File: src/rtl/rv32_decode_stage.sv
// RV32I decode stage: combinational decode of the fetch word into a registered 2-entry
// skid buffer with valid/ready on both sides, flush, and a saturating illegal counter.
module rv32_decode_stage #(
  parameter int unsigned XLEN       = 32,
  parameter bit          ENABLE_M   = 1'b1,
  parameter bit          ENABLE_SYS = 1'b1,
  parameter int unsigned CNT_W      = 8
) (
  input  logic             clk,
  input  logic             rst_n,
  input  logic             flush,
  input  logic             in_valid,
  output logic             in_ready,
  input  logic [31:0]      in_instr,
  input  logic [XLEN-1:0]  in_pc,
  output logic             out_valid,
  input  logic             out_ready,
  output logic [XLEN-1:0]  out_pc,
  output logic [4:0]       out_rd,
  output logic [4:0]       out_rs1,
  output logic [4:0]       out_rs2,
  output logic [2:0]       out_funct3,
  output logic [3:0]       out_mini_op,
  output logic [1:0]       out_alu_op,
  output logic [2:0]       out_imm_sel,
  output logic [XLEN-1:0]  out_imm,
  output logic             out_illegal,
  output logic [CNT_W-1:0] illegal_cnt
);

  localparam logic [3:0] MiniR       = 4'b0000;
  localparam logic [3:0] MiniIL      = 4'b0001;
  localparam logic [3:0] MiniIC      = 4'b0010;
  localparam logic [3:0] MiniJalr    = 4'b0011;
  localparam logic [3:0] MiniS       = 4'b0100;
  localparam logic [3:0] MiniB       = 4'b0101;
  localparam logic [3:0] MiniLui     = 4'b0110;
  localparam logic [3:0] MiniAuipc   = 4'b0111;
  localparam logic [3:0] MiniJal     = 4'b1000;
  localparam logic [3:0] MiniSys     = 4'b1001;
  localparam logic [3:0] MiniFence   = 4'b1010;
  localparam logic [3:0] MiniMuldiv  = 4'b1011;
  localparam logic [3:0] MiniIllegal = 4'b1111;

  localparam logic [4:0] OpcOp     = 5'b01100;
  localparam logic [4:0] OpcLoad   = 5'b00000;
  localparam logic [4:0] OpcOpImm  = 5'b00100;
  localparam logic [4:0] OpcJalr   = 5'b11001;
  localparam logic [4:0] OpcStore  = 5'b01000;
  localparam logic [4:0] OpcBranch = 5'b11000;
  localparam logic [4:0] OpcLui    = 5'b01101;
  localparam logic [4:0] OpcAuipc  = 5'b00101;
  localparam logic [4:0] OpcJal    = 5'b11011;
  localparam logic [4:0] OpcSystem = 5'b11100;
  localparam logic [4:0] OpcMisc   = 5'b00011;

  localparam logic [2:0] ImmI = 3'b000;
  localparam logic [2:0] ImmS = 3'b001;
  localparam logic [2:0] ImmB = 3'b010;
  localparam logic [2:0] ImmU = 3'b011;
  localparam logic [2:0] ImmJ = 3'b100;

  typedef struct packed {
    logic [XLEN-1:0] pc;
    logic [4:0]      rd;
    logic [4:0]      rs1;
    logic [4:0]      rs2;
    logic [2:0]      funct3;
    logic [3:0]      mini_op;
    logic [1:0]      alu_op;
    logic [2:0]      imm_sel;
    logic [XLEN-1:0] imm;
    logic            illegal;
  } entry_t;

  typedef enum logic [1:0] {StEmpty, StOne, StFull} state_e;

  // ---------------------------------------------------------------------------
  // Combinational decode of the incoming word
  // ---------------------------------------------------------------------------
  logic [4:0]  opcode;
  logic [6:0]  funct7;
  logic [3:0]  dec_mini_op;
  logic [1:0]  dec_alu_op;
  logic [2:0]  dec_imm_sel;
  logic [31:0] dec_imm32;
  entry_t      dec;

  assign opcode = in_instr[6:2];
  assign funct7 = in_instr[31:25];

  always_comb begin
    dec_mini_op = MiniIllegal;
    if (in_instr[1:0] == 2'b11) begin
      case (opcode)
        OpcOp: begin
          if (funct7 == 7'b0000000 || funct7 == 7'b0100000) begin
            dec_mini_op = MiniR;
          end else if (ENABLE_M && funct7 == 7'b0000001) begin
            dec_mini_op = MiniMuldiv;
          end
        end
        OpcLoad:   dec_mini_op = MiniIL;
        OpcOpImm:  dec_mini_op = MiniIC;
        OpcJalr:   dec_mini_op = MiniJalr;
        OpcStore:  dec_mini_op = MiniS;
        OpcBranch: dec_mini_op = MiniB;
        OpcLui:    dec_mini_op = MiniLui;
        OpcAuipc:  dec_mini_op = MiniAuipc;
        OpcJal:    dec_mini_op = MiniJal;
        OpcSystem: if (ENABLE_SYS) dec_mini_op = MiniSys;
        OpcMisc:   if (ENABLE_SYS) dec_mini_op = MiniFence;
        default:   dec_mini_op = MiniIllegal;
      endcase
    end
  end

  always_comb begin
    dec_alu_op = 2'b00;
    case (dec_mini_op)
      MiniR, MiniMuldiv: dec_alu_op = 2'b01;
      MiniLui:           dec_alu_op = 2'b10;
      MiniIC:            dec_alu_op = 2'b11;
      default:           dec_alu_op = 2'b00;
    endcase
  end

  // Immediates are built at 32 bits, then sign-extended to XLEN
  always_comb begin
    dec_imm_sel = ImmI;
    dec_imm32   = '0;
    case (dec_mini_op)
      MiniIL, MiniIC, MiniJalr, MiniSys, MiniFence: begin
        dec_imm_sel = ImmI;
        dec_imm32   = {{20{in_instr[31]}}, in_instr[31:20]};
      end
      MiniS: begin
        dec_imm_sel = ImmS;
        dec_imm32   = {{20{in_instr[31]}}, in_instr[31:25], in_instr[11:7]};
      end
      MiniB: begin
        dec_imm_sel = ImmB;
        dec_imm32   = {{19{in_instr[31]}}, in_instr[31], in_instr[7], in_instr[30:25],
                       in_instr[11:8], 1'b0};
      end
      MiniLui, MiniAuipc: begin
        dec_imm_sel = ImmU;
        dec_imm32   = {in_instr[31:12], 12'b0};
      end
      MiniJal: begin
        dec_imm_sel = ImmJ;
        dec_imm32   = {{11{in_instr[31]}}, in_instr[31], in_instr[19:12], in_instr[20],
                       in_instr[30:21], 1'b0};
      end
      default: begin
        dec_imm_sel = ImmI;
        dec_imm32   = '0;
      end
    endcase
  end

  always_comb begin
    dec.pc      = in_pc;
    dec.rd      = in_instr[11:7];
    dec.rs1     = in_instr[19:15];
    dec.rs2     = in_instr[24:20];
    dec.funct3  = in_instr[14:12];
    dec.mini_op = dec_mini_op;
    dec.alu_op  = dec_alu_op;
    dec.imm_sel = dec_imm_sel;
    dec.imm     = XLEN'($signed(dec_imm32));
    dec.illegal = (dec_mini_op == MiniIllegal);
  end

  // ---------------------------------------------------------------------------
  // Two-entry skid buffer: head_q drives the outputs, skid_q holds the second entry
  // ---------------------------------------------------------------------------
  state_e           state_q, state_d;
  entry_t           head_q, head_d;
  entry_t           skid_q, skid_d;
  logic             in_ready_q, in_ready_d;
  logic [CNT_W-1:0] cnt_q, cnt_d;
  logic             accept, pop;

  assign out_valid = (state_q != StEmpty);
  assign accept    = in_valid & in_ready_q & ~flush;
  assign pop       = out_valid & out_ready;

  always_comb begin
    state_d = state_q;
    head_d  = head_q;
    skid_d  = skid_q;
    if (flush) begin
      state_d = StEmpty;
    end else begin
      case (state_q)
        StEmpty: begin
          if (accept) begin
            head_d  = dec;
            state_d = StOne;
          end
        end
        StOne: begin
          if (accept && pop) begin
            head_d = dec;
          end else if (accept) begin
            skid_d  = dec;
            state_d = StFull;
          end else if (pop) begin
            state_d = StEmpty;
          end
        end
        StFull: begin
          if (pop) begin
            head_d = skid_q;
            if (accept) begin
              skid_d = dec;
            end else begin
              state_d = StOne;
            end
          end
        end
        default: state_d = StEmpty;
      endcase
    end
    // Registered ready: looks only at next occupancy, never at out_ready combinationally
    in_ready_d = (state_d != StFull);
  end

  always_comb begin
    cnt_d = cnt_q;
    if (accept && dec.illegal && cnt_q != {CNT_W{1'b1}}) begin
      cnt_d = cnt_q + CNT_W'(1);
    end
  end

  always_ff @(posedge clk) begin
    if (!rst_n) begin
      state_q    <= StEmpty;
      head_q     <= '0;
      skid_q     <= '0;
      in_ready_q <= 1'b1;
      cnt_q      <= '0;
    end else begin
      state_q    <= state_d;
      head_q     <= head_d;
      skid_q     <= skid_d;
      in_ready_q <= in_ready_d;
      cnt_q      <= cnt_d;
    end
  end

  assign in_ready    = in_ready_q;
  assign out_pc      = head_q.pc;
  assign out_rd      = head_q.rd;
  assign out_rs1     = head_q.rs1;
  assign out_rs2     = head_q.rs2;
  assign out_funct3  = head_q.funct3;
  assign out_mini_op = head_q.mini_op;
  assign out_alu_op  = head_q.alu_op;
  assign out_imm_sel = head_q.imm_sel;
  assign out_imm     = head_q.imm;
  assign out_illegal = head_q.illegal;
  assign illegal_cnt = cnt_q;

endmodule

File: config.mk
export PLATFORM = sky130hd
export DESIGN_NAME = rv32_decode_stage
export DESIGN_NICKNAME = d
export VERILOG_FILES = /design/src/rtl/rv32_decode_stage.sv
export SDC_FILE = /design/constraint.sdc
export NUM_CORES = 1
export LEC_CHECK = 0
export ABC_AREA = 0
export CAP_MARGIN = 40
export CORE_MARGIN = 4
export CORE_UTILIZATION = 58
export CTS_BUF_LIST = sky130_fd_sc_hd__clkbuf_8
export DETAILED_ROUTE_END_ITERATION = 10
export PLACE_DENSITY = 0.95
export SETUP_SLACK_MARGIN = 0.3
export SLEW_MARGIN = 20
export SYNTH_ARGS = -nofsm -noshare
export SYNTH_HDL_FRONTEND = slang
export SYNTH_SLANG_ARGS = --single-unit
export TNS_END_PERCENT = 10
File: constraint.sdc
create_clock -name clk -period 3.93 [get_ports clk]
set_input_delay 0.786 -clock clk [delete_from_list [all_inputs] [get_ports clk]]
set_output_delay 0.786 -clock clk [all_outputs]
set_load 0.01 [all_outputs]
==> impl_metrics.toml, run 1 <==
[run_status]
outcome = "complete, no violations"

[setup_path]
startpoint_type = "input pin"
slowest_stage = "clkdlybuf4s50_1"
cp.required_ns = 4.29
end_kind = "register"
critPathBufInv = 2
path_delay_family = "compound AO/OA/AOI/OAI gates"
cp_max_fo = 13
slowest_delay_ns = 0.75
arrival_ns = 3.62
path_cells = "clkdlybuf4s50_1 -> inv_1 -> a41o_1 -> a211o_1 -> nor4_4 -> nand3_1 -> a311oi_1"
critical_path_class = "input pin to register"

[detailed_routing]
antenna_left = 0
routedWlPerCell_um = 18.5
num_vias = 9347
drc = 0
via_per_inst = 6.44
dr.pass1.iters = 5
drt_iter0_drc = 1192
routed_wl_mm = 26.9

[clock_network]
cts_tree = "built"
cts_setup_buffers = 0
cts_resized = 0
htree_levels = 4
cts.sinks = 195
insertion_delay_ns = 0.46
numCtsBuffers = 17
cts_hold_buf = 0
clock_path_buffers = 2
clk_pin_slew_worst_paths_ns = 0.09
cts_root_buffer = "clkbuf_8"

[final_layout]
area_growth_pct = 24.8
final_layout_size_suffix_gt1_share_pct = 6.00
fin_area_um2 = 11000
final_nets = 1326
n_antenna_cell = 0

[timing]
tightestPinTransition_ns = 0.702
maxSlewViolCount = 0
tns_ns = 0
period_share_pct = 83.0
skew_ns = 0.00752
fin_hold_ws_ns = 0.457
finalHoldViolations = 0
rsz0062_at_grt = "no"
fmax_mhz = 307
relSlewSlack_pct = 53.0
setup_viol = 0
fin_crit_ns = 3.26

[floorplanning]
die_x_um = 132
start_util_pct = 60.0
die_h_um = 132
die-area_um2 = 17300
io_pins = 171
rows = 44
core_area_um2 = 14800

[pwr]
leakage_nw = 3.73
p_per_area_nw_per_um2 = 352
ir_worst_vdd_mv = 0.271

[placed_design]
hpwl_mm = 17.3
postPlaceCellArea_um2 = 10600
place.gp.congestion = 0.880
port_buffers = 170

[global_routing]
grt_overflow = 0
grt_pass1_wl_mm = 43.4
antenna_found_initial = 0
grt_pass1_vias = 8817
grt_usage_pct = 29.8
grt_max_degree = 117

[synthesis]
synth-seq-cells = 195
synth_edf_count = 0
synth.mux.area_fraction_pct = 0.467
synth_compound_gate_area_share_pct = 28.4
synth_area_um2 = 8850
synth_area_leaders = "dfxtp_1, nand2_1, a311oi_1, a21oi_1, o21ai_0"
synth-xor-area-share_pct = 0.198
ys_seq_area_share_pct = 44.1
synth_adder_area_share_pct = 0.141
yosys.area.top_type = "dfxtp_1"
postSynth.asyncResetShare_pct = 0
synthSimpleGateAreaFrac_pct = 21.6
synth_top_family_by_area = "compound AO/OA/AOI/OAI gates"
syn_nets = 1216
synth_flop_cell = "dfxtp_1"
yosysUniqueCellTypes = 64
syn_avg_cell_area_um2 = 7.72
syn_inst = 1146
yosysWarnings = 0
yosysTopAreaCellShare_pct = 44.1

[worst_hold_path]
hp-class = "register to register"

[flow_run]
max_cap_violations = 0
==> flip-flops by register name (all words and copies together) (netlist names), 2 cells and up <==
signal and cells:
illegal_cnt 8, out_alu_op 2, out_funct3 3, out_imm 32, out_imm_sel 3, out_mini_op 4
out_pc 32, out_rd 5, out_rs1 5, out_rs2 5, skid_q 92, state_q 2
==> final timing paths <==
kind / startpoint / to / slack [ns] / cells after the start
worst min register to register: out_mini_op[3] / out_mini_op[3] / 0.46 / 2
worst min-delay path: out_mini_op[3] / out_mini_op[3] / 0.46 / 2
worst max register to register: state_q[1] / out_imm[2] / 1.41 / 7
worst max-delay path: in_instr[3] / out_imm[2] / 0.67 / 7
==> layout by cell type, fill, tap and decap left out, types with 3 or more instances in the layout <==
cell type / instances
nand2_1: 279
dfxtp_1: 195
clkdlybuf4s50_1: 169
a21oi_1: 94
o21ai_0: 82
nor2_1: 78
a311oi_1: 57
o21ai_1: 40
nand3_1: 34
clkbuf_8: 22
buf_4: 22
a32oi_1: 15
o21bai_1: 12
o311a_1: 11
o21a_1: 11
o22ai_1: 9
and3_1: 9
inv_1: 8
a31oi_1: 7
o2111ai_1: 7
nand4_1: 6
or3_1: 6
or4_1: 6
o31ai_1: 5
o211ai_1: 4
nor4_1: 4
nor4b_1: 4
a211o_1: 4
clkinv_2: 4
nor3_1: 3
a22oi_1: 3
nand3b_1: 3
and2_1: 3
mux2i_1: 3
buf_16: 3
==> cell families (layout without fill, tap and decap cells) <==
family / count (synthesis) / in the layout
xor+xnor: 2 / 2
mux: 4 / 4
flops: 195 / 195
simple gates: 448 / 448
fa+ha+maj: 1 / 1
compound gates: 383 / 383
buf+inv: 113 / 234
==> synthesized netlist by cell type (all sizes together), types with 2 or more instances <==
cell type and instances:
or3 6, and2 3, o21ai 122, buf 19, o21bai 12, o2111ai 7, a31oi 7, nand2 279
o41ai 2, or2 2, dfxtp 195, nor4b 4, nand4 6, or4 6, nand3 34, o31ai 6
a32oi 15, o22ai 10, o211ai 4, o311a 11, a211oi 4, nor2b 3, nand2b 4, a22oi 3
nor3 4, nand3b 3, and3 9, mux2i 3, a211o 5, a21oi 96, nor2 79, inv 6
o21a 11, nor4 5, a311oi 57, clkbuf 88
==> worst register-to-register path: cells and delay by family, from the launching register on <==
| family | cells | cell delay, ns |
|---|---|---|
| compound gates | 3 | 0.72 |
| buf+inv | 2 | 0.64 |
| flops | 1 | 0.50 |
| simple gates | 2 | 0.56 |
==> where the power goes <==
group / total [mW] / leakage, nW / internal, mW / switching (mW)
Sequential: 2.08 / 1.59 / 2.04 / 0.0395
Clock: 1.23 / 0.204 / 0.569 / 0.660
Combinational: 0.577 / 1.94 / 0.263 / 0.313
Total: 3.89 / 3.73 / 2.87 / 1.01
==> through the flow <==
step | util [%] | std cells | setup WS [ns] | total power, mW
after floorplan | - | 1146 | 1.29 | 2.40
after global placement | 71.6 | 1416 | 0.421 | 2.67
after detailed placement | 72.0 | 1418 | 0.287 | 2.69
after CTS | 74.4 | 1448 | 0.744 | 3.88
after global routing | 74.8 | 1451 | 0.531 | 4.03
final | 74.8 | 1451 | 0.670 | 3.89
==> metal layers <==
metal  wire (um)  vias to the layer above  part of all wire [%]  track usage, %
met2       12700                      595                    47            49.2
met5           0                        -                     0               0
met4        1080                        0                   4.0            13.4
met3        2940                       97                    11            7.95
li1            -                     4318                     -               -
met1       10100                     4337                    38            36.6
==> cell type report <==
cell class | count | area [um2]
clock buffers | 22 | 303
multi-input cells | 838 | 4520
fillers | 1102 | 3720
inverters | 6 | 25.0
clock inverters | 8 | 61.3
repair buffers | 198 | 1990
flip-flops and latches | 195 | 3900
well taps | 184 | 230
Note: power is estimated with default switching activity, not from simulation.
==> inputs of run 2 (changes only) <==
Settings changed: CORE_UTILIZATION 58 to 54, PLACE_DENSITY 0.95 to 0.92.
Clock period 3.93 ns to 3.15 ns, I/O delays scaled along.
==> impl_metrics.toml, run 2 (synthesized netlist as in run 1, its figures left out) <==
[timing]
fin_hold_ws_ns = 0.458
rsz0062_at_grt = "no"
fin_crit_ns = 2.67
skew_ns = 0.00877
finalHoldViolations = 0
tns_ns = 0
maxSlewViolCount = 0
relSlewSlack_pct = 53.7
period_share_pct = 84.6
setup_viol = 0
fmax_mhz = 375
tightestPinTransition_ns = 0.693

[clock_network]
cts_root_buffer = "clkbuf_8"
clk_pin_slew_worst_paths_ns = 0.09
cts_setup_buffers = 0
numCtsBuffers = 17
insertion_delay_ns = 0.46
cts_tree = "built"
cts.sinks = 195
htree_levels = 4
clock_path_buffers = 2

[detailed_routing]
num_vias = 9265
drt_iter0_drc = 1020
dr.pass1.iters = 6
via_per_inst = 6.11
antenna_left = 0
routedWlPerCell_um = 17.2
routed_wl_mm = 26.0
drc = 0

[pwr]
ir_worst_vdd_mv = 0.260
finalPower_mw = 4.86
p_per_area_nw_per_um2 = 429
leakage_nw = 3.87

[placed_design]
port_buffers = 170
place.gp.congestion = 0.957
hpwl_mm = 17.5
placed_cells = 1482

[flow_run]
max_cap_violations = 0

[global_routing]
grt_usage_pct = 27.4
grt_pass1_vias = 8523
grt_overflow = 0
grt_pass1_wl_mm = 41.7
grt_max_degree = 91
antenna_found_initial = 2

[floorplanning]
core_area_um2 = 15900
rows = 46
die_x_um = 136
start_util_pct = 55.5
die-area_um2 = 18500
die_h_um = 136
io_pins = 171

[setup_path]
cp_max_fo = 9
critPathBufInv = 2
end_kind = "register"
cp.required_ns = 3.52
path_delay_family = "compound AO/OA/AOI/OAI gates"
arrival_ns = 3.04
critical_path_class = "input pin to register"
path_cells = "clkdlybuf4s50_1 -> inv_1 -> a41o_1 -> a211o_1 -> or4_1 -> mux2_2 -> o31ai_2"
slowest_delay_ns = 0.63
slowest_stage = "clkdlybuf4s50_1"
startpoint_type = "input pin"

[final_layout]
multi_input_area_um2 = 4530
final_common_cell = "nand2_1"
largest_reg_flops = 92
layout.cells.non_filler = 1516
final_nets = 1356
fin_util_pct = 71.0
n_fill_cell = 1247
area_growth_pct = 28.0
regMostFlops = "skid_q"
final_layout_size_suffix_gt1_share_pct = 8.62
seqCellArea_um2 = 3900
mostFrequentLayoutCells = "nand2_1, dfxtp_1, clkdlybuf4s50_1"

[worst_hold_path]
hp-class = "register to register"

[run_status]
outcome = "complete, no violations"
run 2: where the power goes:
group | internal (mW) | leakage, nW | switching (mW)
Clock | 0.634 | 0.191 | 0.888
Combinational | 0.351 | 2.09 | 0.386
Sequential | 2.55 | 1.59 | 0.0516
Total | 3.53 | 3.87 | 1.33
run 2: cell type report:
| class | instances | share of cell area, % |
|---|---|---|
| multi-input combinational | 838 | 40.0 |
| sequential | 195 | 34.5 |
| timing repair buffer | 228 | 19.6 |
| clock buffer | 21 | 2.55 |
| tap | 216 | 2.39 |
| clock inverter | 11 | 0.707 |
| inverter | 6 | 0.221 |
| antenna | 1 | 0.0221 |
run 2: tightest hold or removal path: stages (launching register included):
cell	delay [ns]
dfxtp_1	0.32
nand2_1	0.05
a21oi_1	0.05
run 2: routing by layer:
| layer | GRT usage (%) | routed length, um | vias to the layer above |
|---|---|---|---|
| li1 | - | - | 4385 |
| met5 | 0 | 11 | - |
| met1 | 35.1 | 10500 | 4372 |
| met3 | 5.77 | 2250 | 66 |
| met4 | 11.8 | 841 | 2 |
| met2 | 44.9 | 12500 | 440 |
run 2: stage by stage:
| stage | setup slack, ns | area [um2] |
|---|---|---|
| final | 0.485 | 11300 |
| after global routing | 0.352 | 11300 |
| after CTS | 0.434 | 11300 |
| after detailed placement | -0.0516 | 10900 |
| after global placement | 0.0553 | 10900 |
| after floorplan | 0.669 | 8850 |
run 2: path summary, 6_finish.rpt:
kind | cells past startpoint | endpoint | slack, ns | start
min | 2 | skid_q[36] | 0.46 | skid_q[36]
min reg2reg | 2 | skid_q[36] | 0.46 | skid_q[36]
max | 7 | out_imm[0] | 0.48 | in_instr[3]
max reg2reg | 7 | out_imm[3] | 1.00 | state_q[0]
run 2: repair_timing:
item	4_1_cts	5_1_grt
resized for setup	0	2
hold buffers	0	0
endpoints found under the setup margin	0	4
